File: config.mk
export PLATFORM = sky130hd
export DESIGN_NAME = ext_power_domain_ctrl_flat
export DESIGN_NICKNAME = d
export VERILOG_FILES = /design/src/rtl/ext_power_domain_ctrl_pkg.sv /design/src/rtl/ext_power_domain_ctrl_if.sv /design/src/rtl/ext_pwr_ack_sync.sv /design/src/rtl/ext_power_domain_ctrl.sv /design/src/flat_wrapper.sv
export SDC_FILE = /design/constraint.sdc
export NUM_CORES = 1
export LEC_CHECK = 0
export CORE_AREA = 2 2 61 46
export DETAILED_ROUTE_END_ITERATION = 6
export DIE_AREA = 0 0 63 48
export GPL_TIMING_DRIVEN = 0
export PLACE_DENSITY = 0.75
export SYNTH_ARGS = -nofsm -noshare
export SYNTH_HDL_FRONTEND = slang
export SYNTH_SLANG_ARGS = --single-unit
export TNS_END_PERCENT = 10
File: constraint.sdc
create_clock -name clk_i -period 2.7 [get_ports clk_i]
set_input_delay 0.54 -clock clk_i [delete_from_list [all_inputs] [get_ports clk_i]]
set_output_delay 0.54 -clock clk_i [all_outputs]
set_load 0.005 [all_outputs]
File: src/rtl/ext_power_domain_ctrl_pkg.sv
// Shared types for the external power domain controller.
// Holds the sequencing states, status encoding and output decode.
package ext_power_domain_ctrl_pkg;

    typedef enum logic [3:0] {
        ST_ON,
        ST_OFF_CLK,
        ST_OFF_ISO,
        ST_OFF_RST,
        ST_OFF_SW,
        ST_OFF,
        ST_ON_SW,
        ST_ON_CLK,
        ST_ON_RST,
        ST_ON_ISO
    } pd_state_e;

    localparam logic [1:0] STATUS_ON    = 2'b00;
    localparam logic [1:0] STATUS_OFF   = 2'b01;
    localparam logic [1:0] STATUS_TRANS = 2'b10;

    typedef struct packed {
        logic       switch_n;
        logic       iso_n;
        logic       rst_n;
        logic       clkgate_en_n;
        logic       busy;
        logic [1:0] status;
    } pd_out_t;

    // Start from the fully-on pattern and strip controls per state.
    function automatic pd_out_t pd_decode(pd_state_e st);
        pd_out_t o;
        o.switch_n     = 1'b0;
        o.iso_n        = 1'b1;
        o.rst_n        = 1'b1;
        o.clkgate_en_n = 1'b1;
        o.busy         = 1'b1;
        o.status       = STATUS_TRANS;
        case (st)
            ST_ON: begin
                o.busy   = 1'b0;
                o.status = STATUS_ON;
            end
            ST_OFF_CLK: begin
                o.clkgate_en_n = 1'b0;
            end
            ST_OFF_ISO: begin
                o.clkgate_en_n = 1'b0;
                o.iso_n        = 1'b0;
            end
            ST_OFF_RST, ST_ON_SW: begin
                o.clkgate_en_n = 1'b0;
                o.iso_n        = 1'b0;
                o.rst_n        = 1'b0;
            end
            ST_OFF_SW: begin
                o.clkgate_en_n = 1'b0;
                o.iso_n        = 1'b0;
                o.rst_n        = 1'b0;
                o.switch_n     = 1'b1;
            end
            ST_OFF: begin
                o.clkgate_en_n = 1'b0;
                o.iso_n        = 1'b0;
                o.rst_n        = 1'b0;
                o.switch_n     = 1'b1;
                o.busy         = 1'b0;
                o.status       = STATUS_OFF;
            end
            ST_ON_CLK: begin
                o.iso_n = 1'b0;
                o.rst_n = 1'b0;
            end
            ST_ON_RST: begin
                o.iso_n = 1'b0;
            end
            default: ;
        endcase
        return o;
    endfunction

endpackage

File: src/rtl/ext_power_domain_ctrl_if.sv
// Request, switch-ack and domain control bundle.
// master = system side, slave = power controller.
interface ext_power_domain_ctrl_if;

    logic       power_off_req_i;
    logic       power_on_req_i;
    logic       switch_ack_ni;
    logic       switch_no;
    logic       iso_no;
    logic       rst_no;
    logic       clkgate_en_no;
    logic       busy_o;
    logic [1:0] status_o;
    logic       timeout_o;

    modport master (
        output power_off_req_i,
        output power_on_req_i,
        output switch_ack_ni,
        input  switch_no,
        input  iso_no,
        input  rst_no,
        input  clkgate_en_no,
        input  busy_o,
        input  status_o,
        input  timeout_o
    );

    modport slave (
        input  power_off_req_i,
        input  power_on_req_i,
        input  switch_ack_ni,
        output switch_no,
        output iso_no,
        output rst_no,
        output clkgate_en_no,
        output busy_o,
        output status_o,
        output timeout_o
    );

endinterface

File: src/rtl/ext_pwr_ack_sync.sv
// Two-flop synchronizer for the asynchronous switch-cell acknowledge.
module ext_pwr_ack_sync #(
    parameter logic RST_VAL = 1'b0
) (
    input  logic clk_i,
    input  logic rst_ni,
    input  logic d_i,
    output logic q_o
);

    logic [1:0] sync_q;

    always_ff @(posedge clk_i or negedge rst_ni) begin
        if (!rst_ni) begin
            sync_q <= {2{RST_VAL}};
        end else begin
            sync_q <= {sync_q[0], d_i};
        end
    end

    assign q_o = sync_q[1];

endmodule

File: src/rtl/ext_power_domain_ctrl.sv
// External power domain sequencer: ordered clock/iso/reset/switch
// control with switch-ack wait and sticky ack timeout.
module ext_power_domain_ctrl
    import ext_power_domain_ctrl_pkg::*;
#(
    parameter int unsigned STEP_CYCLES = 2,
    parameter int unsigned ACK_TIMEOUT = 64
) (
    input logic               clk_i,
    input logic               rst_ni,
    ext_power_domain_ctrl_if.slave pd
);

    localparam int unsigned CNT_MAX =
        (STEP_CYCLES > ACK_TIMEOUT) ? STEP_CYCLES : ACK_TIMEOUT;
    localparam int unsigned CNT_W = $clog2(CNT_MAX) + 1;
    localparam logic [CNT_W-1:0] STEP_LAST = CNT_W'(STEP_CYCLES - 1);
    localparam logic [CNT_W-1:0] TO_LAST   = CNT_W'(ACK_TIMEOUT - 1);

    pd_state_e        state_q;
    pd_state_e        state_d;
    pd_out_t          out_q;
    logic [CNT_W-1:0] cnt_q;
    logic             timeout_q;
    logic             accept;
    logic             step_done;
    logic             wait_st;
    logic             ack_sync;

    ext_pwr_ack_sync #(
        .RST_VAL(1'b0)
    ) u_ack_sync (
        .clk_i (clk_i),
        .rst_ni(rst_ni),
        .d_i   (pd.switch_ack_ni),
        .q_o   (ack_sync)
    );

    assign step_done = (cnt_q == STEP_LAST);
    assign wait_st   = (state_q == ST_OFF_SW) || (state_q == ST_ON_SW);

    always_comb begin
        state_d = state_q;
        accept  = 1'b0;
        case (state_q)
            ST_ON: begin
                if (pd.power_off_req_i) begin
                    state_d = ST_OFF_CLK;
                    accept  = 1'b1;
                end
            end
            ST_OFF_CLK: if (step_done) state_d = ST_OFF_ISO;
            ST_OFF_ISO: if (step_done) state_d = ST_OFF_RST;
            ST_OFF_RST: if (step_done) state_d = ST_OFF_SW;
            ST_OFF_SW:  if (ack_sync)  state_d = ST_OFF;
            ST_OFF: begin
                if (pd.power_on_req_i) begin
                    state_d = ST_ON_SW;
                    accept  = 1'b1;
                end
            end
            ST_ON_SW:  if (!ack_sync) state_d = ST_ON_CLK;
            ST_ON_CLK: if (step_done) state_d = ST_ON_RST;
            ST_ON_RST: if (step_done) state_d = ST_ON_ISO;
            ST_ON_ISO: if (step_done) state_d = ST_ON;
            default:   state_d = ST_ON;
        endcase
    end

    // Outputs are registered from the next state so they change in
    // lockstep with the state register and never glitch.
    always_ff @(posedge clk_i or negedge rst_ni) begin
        if (!rst_ni) begin
            state_q   <= ST_ON;
            out_q     <= pd_decode(ST_ON);
            cnt_q     <= '0;
            timeout_q <= 1'b0;
        end else begin
            state_q <= state_d;
            out_q   <= pd_decode(state_d);
            if (state_d != state_q) begin
                cnt_q <= '0;
            end else if (cnt_q != '1) begin
                cnt_q <= cnt_q + CNT_W'(1);
            end
            if (accept) begin
                timeout_q <= 1'b0;
            end else if (wait_st && (state_d == state_q)
                         && (cnt_q == TO_LAST)) begin
                timeout_q <= 1'b1;
            end
        end
    end

    assign pd.switch_no     = out_q.switch_n;
    assign pd.iso_no        = out_q.iso_n;
    assign pd.rst_no        = out_q.rst_n;
    assign pd.clkgate_en_no = out_q.clkgate_en_n;
    assign pd.busy_o        = out_q.busy;
    assign pd.status_o      = out_q.status;
    assign pd.timeout_o     = timeout_q;

endmodule

File: src/flat_wrapper.sv
// flat-port wrapper written by rule: the top's interface ports become plain ports
module ext_power_domain_ctrl_flat import ext_power_domain_ctrl_pkg::*;
#(
    parameter int unsigned STEP_CYCLES = 2,
    parameter int unsigned ACK_TIMEOUT = 64
)
  (clk_i, rst_ni, pd_power_off_req_i, pd_power_on_req_i, pd_switch_ack_ni, pd_switch_no, pd_iso_no, pd_rst_no, pd_clkgate_en_no, pd_busy_o, pd_status_o, pd_timeout_o);
  ext_power_domain_ctrl_if pd_i ();
  input logic clk_i;
  input logic rst_ni;
  input wire logic [$bits(pd_i.power_off_req_i)-1:0] pd_power_off_req_i;
  input wire logic [$bits(pd_i.power_on_req_i)-1:0] pd_power_on_req_i;
  input wire logic [$bits(pd_i.switch_ack_ni)-1:0] pd_switch_ack_ni;
  output wire logic [$bits(pd_i.switch_no)-1:0] pd_switch_no;
  output wire logic [$bits(pd_i.iso_no)-1:0] pd_iso_no;
  output wire logic [$bits(pd_i.rst_no)-1:0] pd_rst_no;
  output wire logic [$bits(pd_i.clkgate_en_no)-1:0] pd_clkgate_en_no;
  output wire logic [$bits(pd_i.busy_o)-1:0] pd_busy_o;
  output wire logic [$bits(pd_i.status_o)-1:0] pd_status_o;
  output wire logic [$bits(pd_i.timeout_o)-1:0] pd_timeout_o;
  assign pd_i.power_off_req_i = pd_power_off_req_i;
  assign pd_i.power_on_req_i = pd_power_on_req_i;
  assign pd_i.switch_ack_ni = pd_switch_ack_ni;
  assign pd_switch_no = pd_i.switch_no;
  assign pd_iso_no = pd_i.iso_no;
  assign pd_rst_no = pd_i.rst_no;
  assign pd_clkgate_en_no = pd_i.clkgate_en_no;
  assign pd_busy_o = pd_i.busy_o;
  assign pd_status_o = pd_i.status_o;
  assign pd_timeout_o = pd_i.timeout_o;
  ext_power_domain_ctrl #(.STEP_CYCLES(STEP_CYCLES), .ACK_TIMEOUT(ACK_TIMEOUT)) u_core (.clk_i(clk_i), .rst_ni(rst_ni), .pd(pd_i));
endmodule
==> out/results.txt, run 1 <==
The logs give 3790 µm for the first-pass GRT wire length and 1620 µm for the half-perimeter wire length after detailed placement. The biggest area contributor in the post-synthesis netlist is dfrtp_1. Routability-driven placement finished with a final weighted congestion of 0.824. Total power divided by cell area: 1060 nW/µm². The fraction of synthesis flops using an asynchronous set or reset pin is 100%.

Measured along the x axis, the die boundary spans 63 µm. No sink is reached through more buffers than the 2 on the longest clock path. The delay contributed by the slowest stage of the critical path works out to 0.61 ns. Post-CTS timing repair inserted 0 buffers for setup. The fraction of final layout cells sized beyond drive strength 1 works out to 19.1%. The growth of design area from synthesis to finish is 17.3%, and the overall power after layout is 1.43 mW. The top cell family by delay on the critical path was compound AO/OA/AOI/OAI gates.

STA classifies the critical path endpoint as a flip-flop. The number of fill cells in the layout is 208. The run finished with clean final reports. The deepest level of the CTS H-tree was 1. For the standby leakage power, the log shows 0.556 nW. TritonCTS built the clock tree. Among all stages on the critical path, the largest delay is contributed by or4_1. The floorplan step defined a die boundary enclosing 3020 µm². The fmax is 515 MHz, and the number of max-capacitance violations reported is 0.

Entering global routing, the biggest net connects 21 pins. Yosys attributes the largest share of cell area to dfrtp_1 (37%), dfstp_2 (6.8%), a21oi_1 (5.2%). In this run, placement finished with an instance count of 161. Dividing the detail-routed via count by the number of cells gives 5.59. In this run the worst hold path is classified as reg -> reg. The repair_antennas step left the layout with diodes totalling 0. The effective utilization at floorplan is 48.3%. Clock tree synthesis selected as its root buffer the cell clkbuf_4. Once the clock tree was built, the resizer swapped 0 gates to a different size. A synthesized cell averages 10.0 µm². The number of CTS-inserted buffers came out at 3. The final critical path takes up 71.9% of the cycle.

The maximum ir drop on the vdd rail is 0.000680 V, and the number of DRC violations after detailed routing is 0. Summed over all nets, the switching power comes to 610 µW. The count of buffers inserted at the top-level ports is 12, and the register clock-pin slew on the reported worst setup and hold paths is 0.11 ns. Depth of the most critical reg-to-reg path: 5. The final critical delay including setup and external delays is 1.94 ns. For the worst setup path, the data required time is 2.87 ns.

CTS saw 20 sinks. The logs give 0.00785 ns for the clock skew after layout and 0 for the total of endpoints with negative setup slack in the final report. STA puts the critical path data arrival time at 2.11 ns. The run gives 0 as the final-report max-slew violation count. Detailed routing inserted a total of 922 vias. Dominant cell by count in the synthesized netlist: dfrtp_1.

The most common flop cell mapped by yosys was dfrtp_1. Biggest fanout along the worst timing path: 7. Sequential elements use 43.8% of the synthesized area. The overall die height came out at 48 µm. Sequential cells burn 33.2% of the power. Post-synth net total: 122. After detailed routing, the average wire length per cell comes to 13.6 µm. The cell type with the highest occurrence count on the critical path was a21oi_1.

The synthesized design devotes to its leading area cell type 36.9% of total area. Counting instances, the worst hold path has a depth of 0. The number of flip-flops and latches in the synthesized netlist is 20, and the number of antenna violations at the first check in global routing is 0. The cell count along the critical path was 5; the number of buffers and inverters on the critical path was 0. For the worst-skew pair, the clock arrives at the later sink with an insertion delay of 0.30 ns. The startpoint-to-endpoint class of the critical path was reg -> reg.

The logs give 846 for the number of global-route vias before repair and 165 for the final cell count without fillers. The aggregate negative setup slack is 0 ns. Across every metal layer, demand over resource in global routing totals 16.6%. For this run, the number of Yosys warnings is 0. Traced cell by cell, the critical path runs through or4_1 > o21ai_1 > a21oi_1 > o21ai_2 > a21oi_1. The tools report the number of antenna-violating nets in the routed design as 0.

The logs give 54.7% for the fraction of power consumed by combinational cells and 1150 µm² for the netlist area before placement. The worst slew margin relative to its limit is 43.7%, and the fraction of power spent switching nets is 42.8%. Cell internal power was estimated by the tool at 816 µW. At the pin with the least slew margin, the transition time is 0.842 ns. The tools report the total number of nets in the final design as 139. Yosys mapped a number of flops with a built-in enable equal to 0. The run gives 0 as the remaining global-route overflow. The synthesized netlist contains 45 unique library cells. The tools report the final count of hold timing violations as 0. The logs give 22 for the initial DRC count and 4 for the length of the first detailed-routing pass in iterations. Wires add up to 2240 µm.

Counting instances in the post-synthesis netlist gives the leading cell types as dfrtp_1 (17), a21oi_1 (12), nor2_1 (8). Of the total power, the clock network draws 12.0%. The tools report the startpoint class of the critical path as a flip-flop. The floorplan step defined a core boundary enclosing 2380 µm².

The number of placement rows is 15. Setup repair after global routing left no endpoint under its margin. The boundary pin count was 13; the post-synthesis cell count was 115. Buffers inserted to repair hold after CTS numbered 0.
[final timing paths]
check	from	endpoint	slack, ns
setup / recovery	u_core.cnt_q[4]	u_core.cnt_q[0]	0.76
hold / removal	u_core.u_ack_sync.sync_q[0]	u_core.u_ack_sync.sync_q[1]	0.36
setup reg to reg	u_core.cnt_q[4]	u_core.cnt_q[0]	0.76
hold reg to reg	u_core.u_ack_sync.sync_q[0]	u_core.u_ack_sync.sync_q[1]	0.36
max in group asynchronous	rst_ni	u_core.cnt_q[1]	1.47
min in group asynchronous	rst_ni	u_core.state_q[3]	0.70
[through the flow]
| stage | hold slack, ns | cell area, µm² | worst slack [ns] | utilization, % |
|---|---|---|---|---|
| detailed placement | 0.339 | 1320 | 0.605 | 55.2 |
| global placement | 0.334 | 1320 | 0.638 | 55.2 |
| CTS | 0.365 | 1350 | 0.776 | 56.7 |
| floorplan | 0.244 | 1150 | 1.01 | - |
| finish | 0.359 | 1350 | 0.759 | 56.7 |
| global route | 0.383 | 1350 | 0.633 | 56.7 |
[sequential cells by signal (all words and copies together) (netlist names)]
register	count
u_core.pd.iso_no	1
u_core.u_ack_sync.sync_q	2
u_core.pd.status_o	1
u_core.cnt_q	7
u_core.pd.busy_o	1
u_core.pd.rst_no	1
u_core.pd.clkgate_en_no	1
u_core.pd.timeout_o	1
u_core.pd.switch_no	1
u_core.state_q	4
[area by class of cell]
type	count	area, µm²	area share [%]
flip-flops and latches	20	504	37.3
inverters	2	7.51	0.556
clock buffers	4	36.3	2.69
multi-input cells	86	603	44.6
repair buffers	12	120	8.89
well taps	34	42.5	3.15
plain buffers	7	37.5	2.78
[kinds of logic after synthesis]
family                     share of synthesized area (%)
AOI/OAI and AO/OA                                   22.3
xor gates and xnor gates                            2.28
adders and majority gates                           2.17
buffers and inverters                               3.91
DFF                                                 43.8
and+or+nand+nor                                     25.6
[routing by layer]
| metal | GRT usage, % | share of wire, % | up-vias |
|---|---|---|---|
| met2 | 27.0 | 43 | 31 |
| met3 | 5.18 | 5.7 | 4 |
| met5 | 0 | 0 | - |
| met1 | 22.1 | 50 | 432 |
| met4 | 4.00 | 0.98 | 0 |
| li1 | - | - | 455 |
[layout by cell type, fill, tap and decap left out, types with 3 or more instances in the layout]
| master | instances |
|---|---|
| o21ai_0 | 4 |
| clkdlybuf4s50_1 | 12 |
| and3_1 | 3 |
| nand2_1 | 4 |
| nor2_1 | 8 |
| dfstp_2 | 3 |
| nor2b_1 | 4 |
| dfrtp_1 | 17 |
| nor3_1 | 3 |
| clkbuf_4 | 3 |
| nand3_2 | 3 |
| nand4_1 | 3 |
| a21oi_1 | 12 |
| nand3_1 | 5 |
| clkbuf_1 | 5 |
| o21ai_1 | 4 |
[power by group through the flow]
stage | combinational (mW) | sequential, mW | clock [mW]
4_1_cts | 0.773 | 0.471 | 0.176
2_1_floorplan | 0.556 | 0.467 | 0
3_5_place_dp | 0.765 | 0.477 | 0
6_report | 0.780 | 0.474 | 0.172
5_1_grt | 0.858 | 0.486 | 0.191
3_3_place_gp | 0.750 | 0.474 | 0
[worst register-to-register path: cells and delay by family (launching register included)]
| family | cells | cell delay (ns) |
|---|---|---|
| compound gates | 4 | 0.71 |
| simple gates | 1 | 0.61 |
| flops | 1 | 0.49 |
(Power assumes the default switching activity.)
==> run 2: changes to the inputs <==
--- a/config.mk
+++ b/config.mk
@@ -9,7 +9,7 @@
 export DETAILED_ROUTE_END_ITERATION = 6
 export DIE_AREA = 0 0 63 48
 export GPL_TIMING_DRIVEN = 0
-export PLACE_DENSITY = 0.75
+export PLACE_DENSITY = 0.78
 export SYNTH_ARGS = -nofsm -noshare
 export SYNTH_HDL_FRONTEND = slang
 export SYNTH_SLANG_ARGS = --single-unit
==> constraint.sdc (replaced) <==
create_clock -name clk_i -period 1.7 [get_ports clk_i]
set_input_delay 0.34 -clock clk_i [delete_from_list [all_inputs] [get_ports clk_i]]
set_output_delay 0.34 -clock clk_i [all_outputs]
set_load 0.005 [all_outputs]
==> run 2 against run 1 <==
  * Highest routed layer unchanged
  * Non-clock buffer count rose by 10
  * Maximum frequency rose by 9.2%
  * Routed wire length rose by 23%
  * The flow now finishes with violations (negative setup slack)
  * Combinational power rose by 100%
  * Clock skew rose by 0.0011 ns
  * Sequential cell count did not move
  * Clock power rose by 61%
  * Global-route usage rose by 1.9 points
==> out/results.txt, run 2 (same netlist as run 1, synthesis figures left out) <==
Count of buffers inserted at the top-level ports: 12. The setup path with the least slack is of type reg -> reg. Measured against its own limit, the worst slew margin works out to 42.7%. CTS placed an instance of clkbuf_4 at the clock tree root.

The first detailed-routing pass ran for 4 iterations. Type of destination of the critical path: a flip-flop. The first global-routing pass estimated 4150 µm of wire. The endpoint of the worst hold path is u_core.u_ack_sync.sync_q[1].

The fraction of final layout cells sized beyond drive strength 1 came out at 36.9%. The post-route fraction of the period consumed by the critical path was 105%; the net switching component of the power was 1.12 mW. The overall die height is 48 µm. Walking the worst path, the cells encountered are or4_4 > o21ai_2 > a21oi_2 > o21ai_2 > buf_6 > a221oi_2. The tools report the start point of the worst min-delay path as u_core.u_ack_sync.sync_q[0]. The maximum ir drop on the vdd rail is 0.00106 V. The effective utilization at floorplan was 48.3%. Per report_power, the clock group accounts for 10.5% of the total.

The maximum root-to-sink buffer count is 2, and the final-report max-slew violation count is 0. The routed design could run at a clock period as short as 1.78 ns. After floorplanning, the core was divided into 15 placement rows.

The run finished, with violations left. Count of cells along the worst hold path: 0. The tools report the data required time of the worst path as 1.88 ns.

TritonCTS built the clock tree. The average wire per standard cell is 15.7 µm, and the total of endpoints with negative setup slack in the final report is 10. On the worst path, the slowest cell contributes a delay of 0.57 ns. The tools report the fraction of power consumed by combinational cells as 60.7%. The logs give 18.5% for the total global routing track utilization and 0.375 ns for the final-layout worst hold slack. In the final layout, the registers with the most flip-flops are u_core.cnt_q: 7 flops, u_core.state_q: 4 flops, u_core.u_ack_sync.sync_q: 2 flops. The number of antenna violations at the first check in global routing is 0, and the fraction of power spent switching nets is 42.8%.

The half-perimeter wire length after detailed placement is 1650 µm, and the growth of design area from synthesis to finish is 30.3%. The tools report the core area as 2380 µm². The logs give 3020 µm² for the area enclosed by the die boundary and 0.640 nW for the standby leakage power.

Most common cell after layout, fill and taps aside: dfrtp_1. The number of vias per cell after detailed routing works out to 5.74. The clock reaches the later pin of the worst-skew pair after 0.31 ns. Initial DRC count: 53.

The worst setup path is launched from a flip-flop. The checks that failed: negative setup slack. Routability-driven placement finished with a final weighted congestion of 0.851.

Clock-pin slew was measured on the worst setup and hold paths at 0.12 ns. For the pin with the worst max-slew slack, the measured transition is 0.857 ns. Counting the fill cells in the layout gives 204. The tools report the final count of hold timing violations as 0. The sequential cells in the finished layout cover a total of 508 µm². In this design, the critical path's most frequently occurring cell is o21ai_2. Number of DRC violations after detailed routing: 0.

The slowest stage of the critical path is the or4_4 cell. Registers are responsible for 28.8% of the overall power. The total wire length was 2750 µm. Entering global routing, the biggest net connects 21 pins. The register with the most flip-flops in the final layout is u_core.cnt_q. The routed via count is 1,004. The run gives 0 as the number of max-capacitance violations reported. The number of global-route vias before repair is 861, and the minimum setup slack in the final design is -0.0775 ns.

Footprint of the multi-input gates: 658 µm². The worst register-to-register path ends at u_core.cnt_q[1]. Cell internal power was estimated by the tool at 1.50 mW. Data on the critical path arrives at its endpoint at 1.96 ns. Dividing total power by cell area gives a power density of 1750 nW/µm². The number of hold buffers added after CTS was 0. The count of nets left with antenna violations once routing finished came out at 0. Setup repair after global routing could not meet its margin everywhere. The width of the die came out at 63 µm. For this run the aggregate overflow at the end of global routing stands at 0. The flop-to-flop setup slack was -0.08 ns.

For the number of CTS-inserted buffers, the log shows 3. The clock skew after layout is 0.00900 ns, and the worst slack after detailed placement is -0.201 ns. The worst register-to-register path has a depth of 6. Cells fill 63.0% of the core in the end. Summed over all failing endpoints, the final setup total negative slack is -0.553 ns. Deepest level of the CTS H-tree: 1. The library cells used most frequently in the layout, excluding fill and tap cells, are dfrtp_1 (14), buf_4 (11), a21oi_1 (10), clkdlybuf4s50_1 (10), nor2_1 (7). 0 antenna diodes ended up in the layout. Based on the critical path, the design can be clocked at up to 563 MHz. 13 I/O pins were placed.

The net count of the finished layout is 149. In this run the worst hold path is classified as reg -> reg. The register with the most flip-flops in the layout has 7 of them. The tools report the CTS sink count as 20. The startpoint identified for the worst register-to-register timing path is u_core.cnt_q[4]. In this run the worst path has a maximum fanout of 7.
==> run 2: cell count changes in the layout (fill, tap and decap cells not counted), sizes merged <==
| cell | before | now |
|---|---|---|
| clkdlybuf4s50 | 12 | 10 |
| clkbuf | 9 | 7 |
| dlymetal6s2s | 0 | 2 |
| buf | 2 | 14 |
==> run 2: area by class of cell <==
class / instances / area share (%)
timing repair buffer: 23 / 14.1
buffer: 6 / 2.50
tap: 34 / 2.83
multi-input combinational: 86 / 43.8
clock buffer: 4 / 2.42
sequential: 20 / 33.8
inverter: 2 / 0.500
==> run 2: through the flow <==
stage | instances | total power, mW | area [µm²]
2_1_floorplan | 115 | 1.62 | 1150
3_3_place_gp | 161 | 1.94 | 1320
3_5_place_dp | 161 | 1.98 | 1320
4_1_cts | 172 | 2.46 | 1430
5_1_grt | 175 | 2.80 | 1500
6_report | 175 | 2.63 | 1500
==> run 2: worst max-delay path: cells and delay by family (launching register included) <==
family,cells,cell delay [ns]
AOI/OAI and AO/OA,4,0.44
DFF,1,0.49
buffers and inverters,1,0.15
and+or+nand+nor,1,0.57
==> run 2: repair_timing <==
action,in CTS,in global routing
gates resized for setup,8,20
setup buffers,7,4
pin swaps,11,8
setup endpoints to repair,11,16
==> run 2: how the worst max path moves through the flow <==
stage	start	endpoint	slack (ns)	cells past startpoint
after floorplan	u_core.cnt_q[3]	u_core.pd.busy_o	0.005	6
after global placement	pd_power_on_req_i	u_core.pd.busy_o	-0.19	6
after detailed placement	pd_power_on_req_i	u_core.cnt_q[5]	-0.20	6
after CTS	u_core.cnt_q[3]	u_core.cnt_q[1]	-0.08	6
after global routing	u_core.cnt_q[4]	u_core.cnt_q[1]	-0.14	6
final	u_core.cnt_q[4]	u_core.cnt_q[1]	-0.08	6
==> run 2: routing by layer <==
metal,vias up,GRT usage [%],wire length (µm)
li1,475,-,-
met1,469,24.6,1210
met2,51,31.1,1280
met3,9,4.47,192
met4,0,5.33,65
met5,-,0,0
==> run 2: power groups by stage <==
stage	clock, mW	combinational (mW)	sequential, mW
global placement	0	1.19	0.752
CTS	0.279	1.44	0.740
detailed placement	0	1.22	0.761
finish	0.277	1.59	0.757
global route	0.307	1.71	0.782
floorplan	0	0.884	0.741
